===== src/rtl/bus_arbiter_if.sv =====
// Handshake bundle between the two bus masters and the arbiter.
// Masters drive requests and split events; the arbiter drives grants.
interface bus_arbiter_if;
   logic m1_req;
   logic m2_req;
   logic split;
   logic split_resume;
   logic m1_grant;
   logic m2_grant;
   logic m1_sel;
   logic m2_sel;
   logic bus_busy;
   logic timeout_err;

   modport master (
      output m1_req,
      output m2_req,
      output split,
      output split_resume,
      input  m1_grant,
      input  m2_grant,
      input  m1_sel,
      input  m2_sel,
      input  bus_busy,
      input  timeout_err
   );

   modport slave (
      input  m1_req,
      input  m2_req,
      input  split,
      input  split_resume,
      output m1_grant,
      output m2_grant,
      output m1_sel,
      output m2_sel,
      output bus_busy,
      output timeout_err
   );
endinterface


===== src/rtl/bus_arbiter.sv =====
// Two-master serial bus arbiter with split parking, resume and
// a watchdog that revokes a grant held for TIMEOUT cycles.
module bus_arbiter #(
   parameter bit          RR_EN   = 1'b0,
   parameter int unsigned TIMEOUT = 1023,
   parameter int unsigned CNT_W   = 10
) (
   input  logic          clk,
   input  logic          rstn,
   bus_arbiter_if.slave  bus
);

   typedef enum logic [1:0] {
      IDLE    = 2'd0,
      GRANT   = 2'd1,
      RELEASE = 2'd2
   } state_e;

   typedef enum logic [1:0] {
      M_NONE = 2'd0,
      M_1    = 2'd1,
      M_2    = 2'd2
   } mst_e;

   localparam logic [CNT_W-1:0] TMO = CNT_W'(TIMEOUT);

   state_e           state_q,  state_d;
   mst_e             parked_q, parked_d;
   mst_e             last_q,   last_d;
   logic [CNT_W-1:0] cnt_q,    cnt_d;
   logic             pend_q,   pend_d;
   logic             g1_q,     g1_d;
   logic             g2_q,     g2_d;
   logic             busy_q,   busy_d;
   logic             terr_q,   terr_d;

   mst_e             win;
   mst_e             owner;
   logic             elig1;
   logic             elig2;
   logic             own_req;
   logic [CNT_W-1:0] cnt_inc;

   always_ff @(posedge clk or negedge rstn) begin
      if (!rstn) begin
         state_q  <= IDLE;
         parked_q <= M_NONE;
         last_q   <= M_2;
         cnt_q    <= '0;
         pend_q   <= 1'b0;
         g1_q     <= 1'b0;
         g2_q     <= 1'b0;
         busy_q   <= 1'b0;
         terr_q   <= 1'b0;
      end else begin
         state_q  <= state_d;
         parked_q <= parked_d;
         last_q   <= last_d;
         cnt_q    <= cnt_d;
         pend_q   <= pend_d;
         g1_q     <= g1_d;
         g2_q     <= g2_d;
         busy_q   <= busy_d;
         terr_q   <= terr_d;
      end
   end

   always_comb begin
      state_d  = state_q;
      parked_d = parked_q;
      last_d   = last_q;
      cnt_d    = cnt_q;
      pend_d   = pend_q;
      g1_d     = g1_q;
      g2_d     = g2_q;
      busy_d   = busy_q;
      terr_d   = 1'b0;
      win      = M_NONE;
      owner    = g1_q ? M_1 : M_2;
      own_req  = g1_q ? bus.m1_req : bus.m2_req;
      elig1    = bus.m1_req && (parked_q != M_1);
      elig2    = bus.m2_req && (parked_q != M_2);
      cnt_inc  = (cnt_q == TMO) ? cnt_q : cnt_q + CNT_W'(1);

      if (bus.split_resume && (parked_q != M_NONE))
         pend_d = 1'b1;

      unique case (state_q)
         IDLE: begin
            // A resumed master wins even if its request is low.
            if (pend_q && (parked_q != M_NONE)) begin
               win      = parked_q;
               pend_d   = 1'b0;
               parked_d = M_NONE;
            end else if (elig1 && elig2) begin
               if (RR_EN)
                  win = (last_q == M_1) ? M_2 : M_1;
               else
                  win = M_1;
            end else if (elig1) begin
               win = M_1;
            end else if (elig2) begin
               win = M_2;
            end

            if (win != M_NONE) begin
               state_d = GRANT;
               g1_d    = (win == M_1);
               g2_d    = (win == M_2);
               busy_d  = 1'b1;
               cnt_d   = '0;
            end
         end

         GRANT: begin
            cnt_d  = cnt_inc;
            last_d = owner;
            if (bus.split) begin
               // Only one master may be parked; a second split just releases.
               if (parked_q == M_NONE)
                  parked_d = owner;
               state_d = RELEASE;
            end else if (!own_req) begin
               state_d = RELEASE;
            end else if (cnt_inc == TMO) begin
               terr_d  = 1'b1;
               state_d = RELEASE;
            end

            if (state_d == RELEASE) begin
               g1_d   = 1'b0;
               g2_d   = 1'b0;
               busy_d = 1'b0;
            end
         end

         RELEASE: begin
            state_d = IDLE;
         end

         default: begin
            state_d = IDLE;
            g1_d    = 1'b0;
            g2_d    = 1'b0;
            busy_d  = 1'b0;
         end
      endcase
   end

   assign bus.m1_grant    = g1_q;
   assign bus.m2_grant    = g2_q;
   assign bus.m1_sel      = g1_q;
   assign bus.m2_sel      = g2_q;
   assign bus.bus_busy    = busy_q;
   assign bus.timeout_err = terr_q;

endmodule


===== src/flat_wrapper.sv =====
// flat-port wrapper written by rule: the top's interface ports become plain ports
module bus_arbiter_flat 
#(
   parameter bit          RR_EN   = 1'b0,
   parameter int unsigned TIMEOUT = 1023,
   parameter int unsigned CNT_W   = 10
)
  (clk, rstn, bus_m1_req, bus_m2_req, bus_split, bus_split_resume, bus_m1_grant, bus_m2_grant, bus_m1_sel, bus_m2_sel, bus_bus_busy, bus_timeout_err);
  bus_arbiter_if bus_i ();
  input  logic clk;
  input  logic rstn;
  input wire logic [$bits(bus_i.m1_req)-1:0] bus_m1_req;
  input wire logic [$bits(bus_i.m2_req)-1:0] bus_m2_req;
  input wire logic [$bits(bus_i.split)-1:0] bus_split;
  input wire logic [$bits(bus_i.split_resume)-1:0] bus_split_resume;
  output wire logic [$bits(bus_i.m1_grant)-1:0] bus_m1_grant;
  output wire logic [$bits(bus_i.m2_grant)-1:0] bus_m2_grant;
  output wire logic [$bits(bus_i.m1_sel)-1:0] bus_m1_sel;
  output wire logic [$bits(bus_i.m2_sel)-1:0] bus_m2_sel;
  output wire logic [$bits(bus_i.bus_busy)-1:0] bus_bus_busy;
  output wire logic [$bits(bus_i.timeout_err)-1:0] bus_timeout_err;
  assign bus_i.m1_req = bus_m1_req;
  assign bus_i.m2_req = bus_m2_req;
  assign bus_i.split = bus_split;
  assign bus_i.split_resume = bus_split_resume;
  assign bus_m1_grant = bus_i.m1_grant;
  assign bus_m2_grant = bus_i.m2_grant;
  assign bus_m1_sel = bus_i.m1_sel;
  assign bus_m2_sel = bus_i.m2_sel;
  assign bus_bus_busy = bus_i.bus_busy;
  assign bus_timeout_err = bus_i.timeout_err;
  bus_arbiter #(.RR_EN(RR_EN), .TIMEOUT(TIMEOUT), .CNT_W(CNT_W)) u_core (.clk(clk), .rstn(rstn), .bus(bus_i));
endmodule

===== config.mk =====
export PLATFORM = sky130hd
export DESIGN_NAME = bus_arbiter_flat
export DESIGN_NICKNAME = d
export VERILOG_FILES = /design/src/rtl/bus_arbiter_if.sv /design/src/rtl/bus_arbiter.sv /design/src/flat_wrapper.sv
export SDC_FILE = /design/constraint.sdc
export NUM_CORES = 1
export LEC_CHECK = 0
export CAP_MARGIN = 30
export CORE_MARGIN = 2
export CORE_UTILIZATION = 51
export DETAILED_ROUTE_END_ITERATION = 12
export GPL_TIMING_DRIVEN = 0
export HOLD_SLACK_MARGIN = 0.06
export PLACE_DENSITY = 0.75
export SKIP_LAST_GASP = 1
export SLEW_MARGIN = 20
export SYNTH_ARGS = -nofsm -noshare
export SYNTH_HDL_FRONTEND = slang
export SYNTH_SLANG_ARGS = --single-unit

===== constraint.sdc =====
create_clock -name clk -period 1.72 [get_ports clk]
set_input_delay 0.43 -clock clk [delete_from_list [all_inputs] [get_ports clk]]
set_output_delay 0.43 -clock clk [all_outputs]
set_load 0.01 [all_outputs]

**Word level (Yosys, flattened, before mapping)**

Index checks and enable logic that the tools add are counted.

- Output and inout port bits: 6
- Register bits after elaboration: 19
- Input bits: 6
- Logic and storage cells: 71

- Bitwise gates (word level): 1
- Equal/unequal tests: 14
- Add/sub/neg operators: 1
- Muxes and demuxes: 34
- Reduce and logical (&&, ||, !) cells: 13

Operator list:

| kind | number |
|---|---|
| 2-bit two-way mux | 14 |
| 10-bit equality test, second input constant | 2 |
| 10-bit two-way mux | 2 |
| 10-bit case mux with 2 select lines | 1 |
| 1-bit two-way mux | 12 |
| 10-bit by 1-bit adder with 10-bit output, second input constant | 1 |
| 2-bit by 1-bit != test with 1-bit output, second input constant | 5 |
| 1-bit case mux with 3 select lines | 3 |
| 2-bit case mux with 2 select lines | 2 |
| 2-bit equality test, second input constant | 3 |
| 2-bit nonzero test | 3 |
| 1-bit logical AND | 5 |
| 2-bit by 1-bit equality test with 1-bit output, second input constant | 2 |
| 2-bit zero test | 2 |
| 2-bit != test, second input constant | 2 |
| 4-bit AND reduction | 1 |
| 3-bit AND reduction | 1 |
| 2-bit AND reduction | 1 |
| 1-bit NOT | 1 |

**Longest topological paths before layout**

Gate-level depths: netlist of the first run.

- Depth in word-level cells: 10
- Gate-level depth with buffers: 7

**Worst setup path before layout of the first run**

OpenSTA, ideal clock, no wires.

- Path kind: register to register
- Start point: register u_core.cnt_q[0]
- End point: register u_core.busy_q (netlist: u_core.bus.bus_busy)
- Setup time: 143 ps
- Setup slack: -152 ps
- Arrival time: 1729 ps
- Buffers on the path: 1
- Cell stages (with the launch flop): 8
- Cells stage by stage: dfrtp_1 -> ha_1 -> buf_4 -> nand3_1 -> a211oi_1 -> nor3_4 -> nor3_2 -> o221ai_1

- Word-level cells in the longest chain between the ends: 10
- Elaborated cells between the ends (all ways): 11
- Classes of those cells: add/sub (1); eq/ne (4); mux (5); reduce/logical (1)

RTL lines:

| element | RTL line | source |
|---|---|---|
| from (decl) | bus_arbiter.sv:30 | `logic [CNT_W-1:0] cnt_q, cnt_d;` |
| from (signal assigned) | bus_arbiter.sv:59 | `cnt_q <= cnt_d;` |
| 10-bit by 1-bit adder with 10-bit output / 10-bit equality test (equally long branches) | bus_arbiter.sv:83 | `cnt_inc = (cnt_q == TMO) ? cnt_q : cnt_q + CNT_W'(1);` |
| 10-bit two-way mux * | bus_arbiter.sv:83 |  |
| 10-bit equality test * | bus_arbiter.sv:125 | `end else if (cnt_inc == TMO) begin` |
| 2-bit two-way mux * | bus_arbiter.sv:125 |  |
| 2-bit two-way mux * | bus_arbiter.sv:123 | `end else if (!own_req) begin` |
| 2-bit two-way mux * | bus_arbiter.sv:118 | `if (bus.split) begin` |
| 2-bit two-way mux * | bus_arbiter.sv:88 | `unique case (state_q)` |
| 2-bit equality test * | bus_arbiter.sv:130 | `if (state_d == RELEASE) begin` |
| 2-bit by 1-bit != test with 1-bit output (no source line) * | n/a |  |
| 3-bit AND reduction (no source line) * | n/a |  |
| to (signal assigned) | bus_arbiter.sv:63 | `busy_q <= busy_d;` |
| to (decl) | bus_arbiter.sv:34 | `logic busy_q, busy_d;` |

Every way passes the cells marked *; elsewhere a longest branch is shown, timed or not. The select of a mux whose other input is x is not followed.
A chain may end at the register's enable or synchronous reset.

**Worst setup path after layout of the first run**

Same ends and word-level chain as after synthesis.

==> summary.md, run 1 <==
| Metric | Value |
|---|---|
| Vias | `1346` |
| Ys Warns | `0` |
| Worst Path Max Fanout | `7` |
| Status | `complete, but fails checks` |
| CP Buf/Inv Count | `1` |
| DR vias/cell | `6.32` |
| Skew final | `2.45 ps` |
| GP Congestion | `0.932` |
| Initial core utilization | `54.3%` |
| Crit Path Category | `reg -> reg` |
| Slew margin rel. | `65.8%` |
| Leakage | `0.000691 uW` |
| # IOs | `12` |
| Post-route DRC | `0` |
| Tcrit/Tclk final | `103%` |
| RR Startpoint | `u_core.cnt_q[0]` |
| Overall Global Routing Usage | `23.3%` |
| Async set-or-reset flop fraction in the synthesized netlist | `100%` |
| First-pass GRT wire length | `5780 um` |
| Max Cap Violations | `0` |
| Ant. Diodes | `0` |
| RSZ-0062 raised after global routing | `true` |
| Port bufs | `11` |
| Largest net degree at the start of global routing | `20` |
| Hold Vio Cnt, Final | `0` |
| CTS tree | `built` |
| Share of cells above drive strength 1 | `30.1%` |
| Worst slew pin tran | `509 ps` |
| Area grow syn2layout | `26.2%` |
| Peak supply drop | `0.00100 V` |
| Worst R2R Path Depth | `7` |
| Mapped Avg Cell Area | `8.62 um^2` |
| Total gr overflow | `0` |
| Failing checks | `negative setup slack` |
| Cts bufs inserted | `3` |
| Worst EP required | `1890 ps` |
| Setup-failing EPs final | `5` |
| Critical path's largest stage delay | `440 ps` |
| Clock Sinks | `19` |
| R2r setup slk | `-60 ps` |
| Die area | `0.00306 mm^2` |
| Nets | `191` |
| Worst path arrival time | `1940 ps` |
| Synth unique cells | `53` |
| Die Y | `55.4 um` |
| Worst path cell trace | `ha_4 -> buf_6 -> nand4b_1 -> o22ai_2 -> and4b_1 -> nor3_4 -> o221ai_1` |
| Max Clock Freq | `563 MHz` |
| Post-synth EDFFs | `0` |
| Initial antenna violation count | `0` |
| Syn_nets | `163` |
| Fin Setup TNS | `-127 ps` |
| Crit end category | `flip-flop` |
| DP HPWL | `2300 um` |
| Post-Syn Area | `0.00135 mm^2` |
| Core Region | `0.00248 mm^2` |
| Commonest non-fill, non-tap cells in the layout | `15 x buf_4, 15 x nor2_1, 12 x a21oi_1` |
| Reg-to-Reg End | `u_core.bus.bus_busy` |
| Max-slew violation count | `0` |
| Yosys reg bits | `19` |
| Most used DFF post-synth | `dfrtp_1` |
| CTS Root Cell | `clkbuf_4` |
| Synth Instances | `156` |
| Top delay family on crit path | `simple AND/OR/NAND/NOR gates` |
| Final WL | `3460 um` |
| Cts hold-fix bufs | `0` |
| Initial DRC Count | `38` |
| Worst-path clk slew | `100 ps` |
| H-tree depth | `1` |
| Post-DR wirelength/cell | `16.2 um` |
| Worst-Skew Late Latency | `300 ps` |
| Antenna Nets Post-Route | `0` |
| Final WS setup | `-55.5 ps` |
| Total power | `2300 uW` |
| Min Tclk post-route | `1780 ps` |
| Vias in the first global route | `1278` |
| Clock Tree Buf Depth | `2` |
| Class of the worst hold path | `in -> async` |
| Core Rows | `18` |
| Crit start category | `flip-flop` |
| PwrDens | `1350 mW/mm^2` |
| CP max-delay cell | `dfrtp_2` |
| First-pass detailed-route iteration total | `4` |
| Die W | `55.4 um` |
| Sequential area share after synthesis | `35.3%` |
==> area by class of cell <==
class | instances | area, um^2
sequential | 19 | 487
multi-input combinational | 118 | 847
buffer | 11 | 65.1
clock buffer | 4 | 26.3
fill | 202 | 779
timing repair buffer | 24 | 209
inverter | 7 | 26.3
tap | 30 | 37.5
==> flip-flops by register name (all words and copies together), names as in the netlist <==
name / count
u_core.bus.timeout_err: 1
u_core.bus.bus_busy: 1
u_core.pend_q: 1
u_core.bus.m1_grant: 1
u_core.bus.m2_grant: 1
u_core.cnt_q: 10
u_core.state_q: 2
u_core.parked_q: 2
==> worst register-to-register path: cells and delay by family (launching register included) <==
family / cells / cell delay (ps)
buf+inv: 1 / 120
flops: 1 / 440
compound gates: 2 / 330
simple gates: 3 / 570
fa+ha+maj: 1 / 180
==> cell usage after synthesis, types with 3 or more instances <==
cell type	number	area, um^2
mux2i_1	3	30.0
inv_1	6	22.5
o21ai_0	8	40.0
nand3_1	3	15.0
nand2b_1	3	18.8
dfrtp_1	19	475
nand2_1	11	41.3
nor3_1	3	15.0
a31oi_1	5	31.3
nor3b_1	3	22.5
buf_4	3	22.5
a21oi_1	14	70.1
clkbuf_1	5	18.8
buf_2	3	15.0
nand4_1	3	18.8
nor2_1	15	56.3
o22ai_1	4	25.0
==> layer usage <==
metal	vias up	global-route usage [%]	wire (um)
met4	0	8.71	40
met1	642	31.6	1530
met2	50	35.2	1660
met3	8	6.56	231
met5	-	0	0
li1	646	-	-
==> where the power goes <==
| group | switching (uW) | total (uW) | internal [uW] |
|---|---|---|---|
| combinational | 739 | 1370 | 627 |
| sequential | 138 | 706 | 569 |
| clock | 137 | 228 | 90.6 |
==> cells by family (layout without fill, tap and decap cells) <==
logic type	Yosys count	after routing	synth area share, %
AOI/OAI and AO/OA	51	51	26.7
xor gates and xnor gates	1	1	0.651
adders and majority gates	2	2	1.77
buffers and inverters	19	46	6.51
DFF	19	19	35.3
muxes	5	5	3.91
and+or+nand+nor	59	59	25.1
==> through the flow <==
step / cells / setup WS [ps] / utilization [%] / area [um^2] / hold WS, ps
final: 213 / -55.5 / 68.5 / 1700 / 456
after global routing: 213 / -163 / 68.5 / 1700 / 480
after CTS: 212 / -44.2 / 67.4 / 1670 / 547
after detailed placement: 197 / -501 / 61.2 / 1520 / 518
after global placement: 197 / -471 / 61.2 / 1520 / 500
after floorplan: 156 / 23.7 / - / 1370 / 134
==> what timing repair did <==
item,in CTS,in global routing
setup endpoints to repair,16,17
pin swaps,6,1
setup buffers,12,0
resized for setup,15,11
==> how the worst max path moves through the flow <==
stage | start | to | slack [ps] | cells past startpoint
2_1_floorplan | u_core.cnt_q[0] | u_core.bus.bus_busy | 20 | 6
3_3_place_gp | bus_m2_req | u_core.cnt_q[5] | -470 | 6
3_5_place_dp | bus_m1_req | u_core.bus.m2_grant | -500 | 5
4_1_cts | u_core.parked_q[0] | u_core.bus.m2_grant | -40 | 5
5_1_grt | u_core.cnt_q[0] | u_core.bus.bus_busy | -160 | 7
6_report | u_core.cnt_q[0] | u_core.bus.bus_busy | -60 | 7
No activity file was read; power rests on OpenSTA's default activity.
==> run 2, diff against run 1 <==
- CTS_CLUSTER_SIZE: not set -> 12
==> results of run 2 <==
The final DEF is identical to that of run 1; final timing and power are the same.
==> run 3, diff against run 2 <==
- SLEW_MARGIN: 20 -> 15
==> results of run 3 <==
The final DEF is identical to that of run 1; final timing and power are the same.
